--- src/rtl/riscv_pkg.sv ---
// Shared fetch-stage definitions: FSM states, PC step and default reset vector.
package riscv_pkg;

    typedef enum logic [1:0] {
        RUN   = 2'd0,
        WAIT  = 2'd1,
        DRAIN = 2'd2
    } fetch_state_e;

    localparam int unsigned PC_INCR          = 4;
    localparam logic [31:0] DEFAULT_RESET_PC = 32'h0000_0000;

endpackage

--- src/rtl/fetch_buffer.sv ---
// Two-entry in-order instruction buffer holding {pc, instr}; flush overrides push and pop.
module fetch_buffer #(
    parameter int Width = 32
) (
    input  logic             clk,
    input  logic             rst,
    input  logic             push,
    input  logic [Width-1:0] push_pc,
    input  logic [Width-1:0] push_instr,
    input  logic             pop,
    input  logic             flush,
    output logic [1:0]       count,
    output logic [Width-1:0] head_pc,
    output logic [Width-1:0] head_instr
);
    logic [1:0]       count_q, count_d;
    logic [Width-1:0] pc0_q, pc0_d, pc1_q, pc1_d;
    logic [Width-1:0] instr0_q, instr0_d, instr1_q, instr1_d;
    logic             do_pop, do_push, fill_slot0;

    always_comb begin
        count_d  = count_q;
        pc0_d    = pc0_q;
        pc1_d    = pc1_q;
        instr0_d = instr0_q;
        instr1_d = instr1_q;
        do_pop   = pop && (count_q != 2'd0);
        do_push  = push && ((count_q != 2'd2) || do_pop);
        // Slot 0 receives the new entry when it is (or becomes) free this cycle.
        fill_slot0 = (count_q == 2'd0) || ((count_q == 2'd1) && do_pop);
        if (flush) begin
            count_d = 2'd0;
        end else begin
            if (do_pop) begin
                pc0_d    = pc1_q;
                instr0_d = instr1_q;
            end
            if (do_push) begin
                if (fill_slot0) begin
                    pc0_d    = push_pc;
                    instr0_d = push_instr;
                end else begin
                    pc1_d    = push_pc;
                    instr1_d = push_instr;
                end
            end
            count_d = count_q + 2'(do_push) - 2'(do_pop);
        end
    end

    always_ff @(posedge clk) begin
        if (rst) begin
            count_q  <= 2'd0;
            pc0_q    <= '0;
            pc1_q    <= '0;
            instr0_q <= '0;
            instr1_q <= '0;
        end else begin
            count_q  <= count_d;
            pc0_q    <= pc0_d;
            pc1_q    <= pc1_d;
            instr0_q <= instr0_d;
            instr1_q <= instr1_d;
        end
    end

    assign count      = count_q;
    assign head_pc    = pc0_q;
    assign head_instr = instr0_q;

endmodule

--- src/rtl/fetch_unit.sv ---
// Instruction fetch front end: one outstanding imem request feeding a 2-entry buffer.
// Define FETCH_PERF_EN to add the stall_cycles / flush_count counters.
module fetch_unit
    import riscv_pkg::*;
#(
    parameter int               Width    = 32,
    parameter logic [Width-1:0] RESET_PC = Width'(DEFAULT_RESET_PC)
) (
    input  logic             clk,
    input  logic             rst,
    output logic             imem_req_valid,
    input  logic             imem_req_ready,
    output logic [Width-1:0] imem_addr,
    input  logic             imem_rsp_valid,
    input  logic [Width-1:0] imem_rsp_data,
    input  logic             redirect_valid,
    input  logic [Width-1:0] redirect_pc,
    output logic             id_valid,
    input  logic             id_ready,
    output logic [Width-1:0] id_instr,
    output logic [Width-1:0] id_pc,
`ifdef FETCH_PERF_EN
    output logic [Width-1:0] stall_cycles,
    output logic [Width-1:0] flush_count,
`endif
    output fetch_state_e     dbg_state
);
    // Handshakes: a request transfers when imem_req_valid && imem_req_ready, and an
    // instruction leaves when id_valid && id_ready; valid never waits on ready.
    fetch_state_e     state_q, state_d;
    logic [Width-1:0] pc_q, pc_d;
    logic [Width-1:0] redirect_target, buf_push_pc;
    logic [1:0]       buf_count;
    logic             buf_push, buf_flush, buf_pop, req_fire;

    assign redirect_target = redirect_pc & ~Width'(3);
    assign imem_req_valid  = !rst && (state_q == RUN) && (buf_count < 2'd2) && !redirect_valid;
    assign imem_addr       = pc_q;
    assign req_fire        = imem_req_valid && imem_req_ready;
    assign id_valid        = (buf_count != 2'd0);
    assign buf_pop         = id_valid && id_ready;
    // While a request is outstanding pc_q already points one word past it.
    assign buf_push_pc     = pc_q - Width'(PC_INCR);
    assign dbg_state       = state_q;

    always_comb begin
        state_d   = state_q;
        pc_d      = pc_q;
        buf_push  = 1'b0;
        buf_flush = 1'b0;
        if (redirect_valid) begin
            buf_flush = 1'b1;
            pc_d      = redirect_target;
        end
        case (state_q)
            RUN: begin
                if (req_fire) begin
                    pc_d    = pc_q + Width'(PC_INCR);
                    state_d = WAIT;
                end
            end
            WAIT: begin
                if (imem_rsp_valid) begin
                    state_d  = RUN;
                    buf_push = !redirect_valid;
                end else if (redirect_valid) begin
                    state_d = DRAIN;
                end
            end
            DRAIN: begin
                if (imem_rsp_valid) state_d = RUN;
            end
            default: state_d = RUN;
        endcase
    end

    always_ff @(posedge clk) begin
        if (rst) begin
            state_q <= RUN;
            pc_q    <= RESET_PC;
        end else begin
            state_q <= state_d;
            pc_q    <= pc_d;
        end
    end

    fetch_buffer #(.Width(Width)) u_buf (
        .clk        (clk),
        .rst        (rst),
        .push       (buf_push),
        .push_pc    (buf_push_pc),
        .push_instr (imem_rsp_data),
        .pop        (buf_pop),
        .flush      (buf_flush),
        .count      (buf_count),
        .head_pc    (id_pc),
        .head_instr (id_instr)
    );

`ifdef FETCH_PERF_EN
    logic [Width-1:0] stall_q, stall_d, flush_q, flush_d;

    always_comb begin
        stall_d = stall_q;
        flush_d = flush_q;
        if (!id_valid && (stall_q != '1)) stall_d = stall_q + Width'(1);
        if (redirect_valid && (flush_q != '1)) flush_d = flush_q + Width'(1);
    end

    always_ff @(posedge clk) begin
        if (rst) begin
            stall_q <= '0;
            flush_q <= '0;
        end else begin
            stall_q <= stall_d;
            flush_q <= flush_d;
        end
    end

    assign stall_cycles = stall_q;
    assign flush_count  = flush_q;
`endif

endmodule

--- config.mk ---
export PLATFORM = sky130hd
export DESIGN_NAME = fetch_unit
export DESIGN_NICKNAME = d
export VERILOG_FILES = /design/src/rtl/riscv_pkg.sv /design/src/rtl/fetch_buffer.sv /design/src/rtl/fetch_unit.sv
export SDC_FILE = /design/constraint.sdc
export NUM_CORES = 1
export LEC_CHECK = 0
export ABC_AREA = 1
export CORE_MARGIN = 2
export CORE_UTILIZATION = 53
export CTS_CLUSTER_DIAMETER = 60
export CTS_CLUSTER_SIZE = 20
export DETAILED_ROUTE_END_ITERATION = 10
export PLACE_DENSITY = 0.86
export SETUP_SLACK_MARGIN = 0.1
export SLEW_MARGIN = 20
export SYNTH_ARGS = -nofsm -noshare
export SYNTH_HDL_FRONTEND = slang
export SYNTH_SLANG_ARGS = --single-unit
--- constraint.sdc ---
create_clock -name clk -period 2.26 [get_ports clk]
set_input_delay 0.565 -clock clk [delete_from_list [all_inputs] [get_ports clk]]
set_output_delay 0.565 -clock clk [all_outputs]
set_load 0.05 [all_outputs]
==> summary.txt, run 1 <==
crit path capture type: primary output
Final Hold Fails: 0
Setup TNS: 0 ns
clock share of power: 0.422
Top FF cell, synth: dfxtp_1
Final period util: 0.940
post-DR wirelength/cell: 16.1 microns
Worst-Skew Late Latency: 0.44 ns
outcome: complete, no violations
Finished Layout Cells: 1,766
share of layout cells above drive strength 1: 0.0841
sw frac: 0.305
Ports: 170
CP Buf/Inv Count: 1
RePlAce Congestion: 1.01
nets: 1,607
CORE AREA: 16,500 sq um
CTS max path bufs: 2
P_int: 0.00499 W
clk sinks: 164
Critical Path RT: 1.69 ns
slew margin rel.: 0.626
worst vdd ir: 0.589 mV
CTS Hold Bufs: 0
Post-Syn Area: 8860 sq um
Die Y-Extent: 133 microns
Critical Path AT: 1.56 ns
dpl hpwl: 19.4 mm
Tot GR Track Use: 0.318
power per cell area: 630 nW/um^2
sequential fraction of the synthesis area: 0.371
sequential share of power: 0.428
critical path type: reg -> out
clk root buf: clkbuf_16
initial antenna violation count: 0
Synth async-reset ratio: 0
Critical-path top delay cell: clkdlybuf4s50_1
Rows: 47
CTS tree: yes
Post-Syn Instances: 1,390
routed wire length: 28.4 mm
ant diodes: 0
overall power: 0.00718 W
CP delay by family, top: buffers and inverters
CP max stage delay: 0.80 ns
total CTS buffers: 17
placed insts: 1,733
Clock transition at path regs: 0.07 ns
Pre-antenna DRT Iters: 5
Syn Nets: 1,464
Tightest Pin Transition: 0.564 ns
CP Max Fanout: 2
starting density of the core: 0.538
YS warnings: 0
largest net degree at the start of global routing: 45
Final ANT Viol Nets: 0
H-tree levels: 4
CP Cell Sequence: clkdlybuf4s50_1
Fmax: 471 MHz
min-delay worst type: reg -> reg
leakage: 5.85 nW
global-route wire length before repair: 45.5 mm
Unique masters post-synth: 32
Via density: 5.61
MaxCap Viol Count: 0
crit path time final: 2.12 ns
unrepaired setup endpoints after global routing: false
Layout fillers: 1,391
detailed router's first-iteration violation count: 978
Final setup viols: 0
Combinational Power Share: 0.150
die width: 133 microns
Avg Cell Area, Syn: 6.37 sq um
sw power: 0.00219 W
Synth Register Bits: 164
Area growth, synth to finish: 28.7%
clock skew: 0.0122 ns
Port Buffers: 167
vias in the first global route: 9,192
Post-synth EDFFs: 0
# DRC: 0
Final Max Slew Viols: 0
die area: 17,800 sq um
vias: 9,916
Startpoint Class: register
final core occ: 0.692
residual overflow from global routing: 0
-- timing repair --
action / 4_1_cts / 5_1_grt
setup endpoints to repair: 44 / 29
pin swaps: 1 / 0
endpoints found under the hold margin: 0 / 0
gates resized for setup: 45 / 29
buffers inserted: 1 / 0
-- Yosys cell counts, types with 5 or more instances --
cell / n / share of area
a21oi_1: 65 / 0.037
o21ai_0: 94 / 0.053
clkbuf_1: 20 / 0.0085
nand3_1: 124 / 0.070
xor2_1: 21 / 0.021
buf_2: 37 / 0.021
nand2_1: 423 / 0.18
nor2_1: 180 / 0.076
inv_1: 112 / 0.047
dfxtp_1: 164 / 0.37
buf_4: 14 / 0.012
nand4_1: 15 / 0.011
o21ai_1: 12 / 0.0068
o211ai_1: 49 / 0.042
nor2_2: 5 / 0.0035
inv_2: 7 / 0.0030
buf_1: 11 / 0.0047
-- cells by family (layout without fill, tap and decap cells) --
kind of cell	count (synthesis)	count (layout)	share of synthesized area
flip-flops	164	164	0.371
AND/OR/NAND/NOR	761	761	0.352
adder cells (fa/ha/maj)	4	4	0.00565
multiplexers	1	1	0.00113
AO/OA/AOI/OAI	230	230	0.147
buffers and inverters	208	364	0.102
XOR/XNOR	22	22	0.0218
-- stage by stage --
stage          hold slack [ns]  worst slack (ns)  cell area [sq um]
3_3_place_gp             0.450           -0.0351              10800
2_1_floorplan            0.443             0.177               8860
3_5_place_dp             0.460           -0.0869              10800
4_1_cts                  0.469             0.102              11300
5_1_grt                  0.476             0.108              11400
6_report                 0.467             0.136              11400
-- power groups by stage --
stage | sequential [W] | clock, W | combinational (W)
floorplan | 0.00325 | 0 | 0.000492
global placement | 0.00313 | 0 | 0.00105
detailed placement | 0.00313 | 0 | 0.00106
CTS | 0.00306 | 0.00306 | 0.00107
global route | 0.00307 | 0.00318 | 0.00117
finish | 0.00307 | 0.00303 | 0.00108
-- placed cells by master (no fill, tap or decap), types with 5 or more instances in the layout --
| master | n |
|---|---|
| nand2_1 | 422 |
| nor2_1 | 180 |
| dfxtp_1 | 163 |
| nand3_1 | 124 |
| inv_1 | 111 |
| o21ai_0 | 94 |
| clkdlybuf4s50_1 | 66 |
| a21oi_1 | 65 |
| buf_4 | 59 |
| o211ai_1 | 49 |
| dlygate4sd2_1 | 44 |
| dlymetal6s2s_1 | 28 |
| xor2_1 | 21 |
| clkbuf_16 | 17 |
| nand4_1 | 15 |
| o21ai_1 | 12 |
| buf_12 | 12 |
| inv_2 | 8 |
| nor2_4 | 5 |
| inv_6 | 5 |
-- final timing paths --
kind / slack [ns] / depth (start not counted) / end / from
setup reg to reg: 0.39 / 8 / u_buf.head_pc[18]$_SDFFE_PP0N_ / imem_addr[2]$_SDFF_PP0_
setup / recovery: 0.14 / 1 / id_instr[5] / u_buf.head_instr[5]$_SDFFE_PP0N_
hold / removal: 0.47 / 2 / u_buf.head_pc[30]$_SDFFE_PP0N_ / u_buf.head_pc[30]$_SDFFE_PP0N_
hold reg to reg: 0.47 / 2 / u_buf.head_pc[30]$_SDFFE_PP0N_ / u_buf.head_pc[30]$_SDFFE_PP0N_
-- final cells by class --
| type | count | area, sq um | area share |
|---|---|---|---|
| clock buffer | 17 | 425 | 0.0373 |
| clock inverter | 15 | 190 | 0.0167 |
| inverter | 123 | 462 | 0.0405 |
| multi-input combinational | 1018 | 4680 | 0.411 |
| sequential | 164 | 3280 | 0.288 |
| tap | 220 | 275 | 0.0241 |
| timing repair buffer | 209 | 2080 | 0.182 |
-- worst register-to-register path: stages (launching register included) --
cell	delay [ns]
dfxtp_2	0.38
inv_1	0.10
ha_1	0.31
nand2_1	0.16
nor2_2	0.28
nand2_1	0.10
xor2_1	0.32
o21ai_1	0.10
nand2_1	0.07
-- registers in the layout, indices dropped and copies added, names as in the netlist --
register	flops
dbg_state	2
imem_addr	32
u_buf.count	2
u_buf.head_instr	32
u_buf.head_pc	32
u_buf.instr1_q	32
u_buf.pc1_q	32
-- metal layers --
layer / global-route usage / vias to the layer above / share of wire
met5: 0 / - / 0
met4: 0.154 / 0 / 0.044
met3: 0.0578 / 102 / 0.089
met2: 0.526 / 518 / 0.46
met1: 0.402 / 4537 / 0.40
li1: - / 4759 / -
Note: power is estimated with default switching activity, not from simulation.
==> run 2: changes to the inputs <==
==> constraint.sdc (replaced) <==
create_clock -name clk -period 2.26 [get_ports clk]
set_input_delay 0.226 -clock clk [delete_from_list [all_inputs] [get_ports clk]]
set_output_delay 0.226 -clock clk [all_outputs]
set_load 0.05 [all_outputs]
==> run 2 against run 1 <==
  * Fmax is 0.31% lower
  * Highest routed layer unchanged
  * Worst setup slack lost 0.0067 ns
  * Clock-buffer cell count unchanged
  * Routed wire length fell by 4.1%
  * Largest power group is now the clock network
  * Hold slack got worse by 0.10 ns
  * Power is 1.3% higher
  * Critical path depth stayed put
  * Critical endpoint is now imem_addr[18]
  * Via count shrank 2.3%
==> summary.txt, run 2 (same netlist as run 1, synthesis figures left out) <==
Pre-antenna DRT Iters: 6
CP delay by family, top: buffers and inverters
worst hold stages: 3
Tightest Pin Transition: 0.781 ns
routed wire length: 27.2 mm
MaxCap Viol Count: 0
routed wl met3: 2.46 mm
post-DR wirelength/cell: 15.6 microns
Tot GR Track Use: 0.308
most common cell after layout, fill and taps aside: nand2_1
Final Hold Fails: 0
Critical Path RT: 2.03 ns
CP Cell Sequence: clkdlybuf4s50_1
slew margin rel.: 0.479
crit path time final: 2.13 ns
initial antenna violation count: 0
instance count on the critical path: 1
power per cell area: 644 nW/um^2
Final period util: 0.943
CTS tree: yes
outcome: complete, no violations
Fin Hold WS: 0.367 ns
CTS max path bufs: 2
Rows: 47
CP Buf/Inv Count: 1
total CTS buffers: 17
depth of the most critical reg-to-reg path: 8
Critical-path top delay cell: clkdlybuf4s50_1
largest net degree at the start of global routing: 67
vias: 9,687
min-delay worst type: in -> reg
Final Max Slew Viols: 0
clk root buf: clkbuf_16
dpl hpwl: 18.6 mm
Area growth, synth to finish: 27.5%
CTS Hold Bufs: 0
Setup TNS: 0 ns
ant diodes: 0
Layout fillers: 1,378
die width: 133 microns
H-tree levels: 4
starting density of the core: 0.538
# DRC: 0
Placed Area: 10,600 sq um
Ports: 170
wl on met1: 11.0 mm
detailed router's first-iteration violation count: 1,032
met2 wire len: 12.6 mm
pre-CTS setup slack: 0.117 ns
crit path capture type: primary output
leakage: 5.13 nW
residual overflow from global routing: 0
Worst-Skew Late Latency: 0.44 ns
unrepaired setup endpoints after global routing: false
final core occ: 0.686
Clock transition at path regs: 0.07 ns
vias in the first global route: 8,833
global-route wire length before repair: 44.3 mm
Final ANT Viol Nets: 0
share of layout cells above drive strength 1: 0.0556
Die Y-Extent: 133 microns
worst vdd ir: 0.588 mV
Critical Path AT: 1.90 ns
final setup margin: 0.130 ns
Post-CTS Setup Bufs: 0
Fmax: 469 MHz
commonest cells after routing, fill and taps aside: nand2_1, nor2_1, dfxtp_1
CORE AREA: 16,500 sq um
Startpoint Class: register
clk sinks: 164
clock skew: 0.0101 ns
final instance area: 11,300 sq um
die area: 17,800 sq um
Port Buffers: 167
CP Max Fanout: 7
RePlAce Congestion: 0.976
critical path type: reg -> out
Highest Signal Layer: met4
CP max stage delay: 0.89 ns
nets: 1,591
Final setup viols: 0
Via density: 5.54
## run 2: changes by cell type in the layout (fill, tap and decap cells not counted), sizes merged
cell | previous run | this run
clkinvlp | 3 | 2
dlymetal6s2s | 28 | 8
dlygate4sd2 | 44 | 2
clkdlybuf4s50 | 66 | 156
bufinv | 2 | 3
buf | 71 | 27
## run 2: layout make-up
type / instances / area (sq um) / share of cell area
multi-input combinational: 1018 / 4680 / 0.414
inverter: 123 / 462 / 0.0409
tap: 220 / 275 / 0.0244
sequential: 164 / 3280 / 0.291
clock buffer: 17 / 425 / 0.0377
timing repair buffer: 193 / 1960 / 0.173
clock inverter: 15 / 215 / 0.0190
## run 2: final timing paths
kind	slack, ns	startpoint	endpoint
setup reg to reg	0.35	imem_addr[3]$_SDFF_PP0_	u_buf.head_pc[10]$_SDFFE_PP0N_
hold / removal	0.37	redirect_pc[3]	imem_addr[3]$_SDFF_PP0_
hold reg to reg	0.47	u_buf.head_pc[22]$_SDFFE_PP0N_	u_buf.head_pc[22]$_SDFFE_PP0N_
setup / recovery	0.13	imem_addr[18]$_SDFF_PP0_	imem_addr[18]
## run 2: power breakdown
part,internal (W),switching (W),leakage (nW)
registers,0.00294,0.000124,1.33
logic,0.000368,0.000704,3.50
clock network,0.00179,0.00134,0.306
## run 2: metrics by stage
| stage | instances | total power (W) |
|---|---|---|
| after floorplan | 1390 | 0.00374 |
| after global placement | 1718 | 0.00417 |
| after detailed placement | 1718 | 0.00418 |
| after CTS | 1750 | 0.00727 |
| after global routing | 1750 | 0.00751 |
| final | 1750 | 0.00728 |
## run 2: metal layers
metal,vias to the layer above,GRT usage
li1,4727,-
met1,4391,0.392
met2,480,0.501
met3,89,0.0556
met4,0,0.159
met5,-,0
## run 2: repair_timing
item                       4_1_cts  5_1_grt
setup endpoints to repair        2        8
gates cloned                     0        0
hold endpoints to repair         0        0
resized for setup                2        8
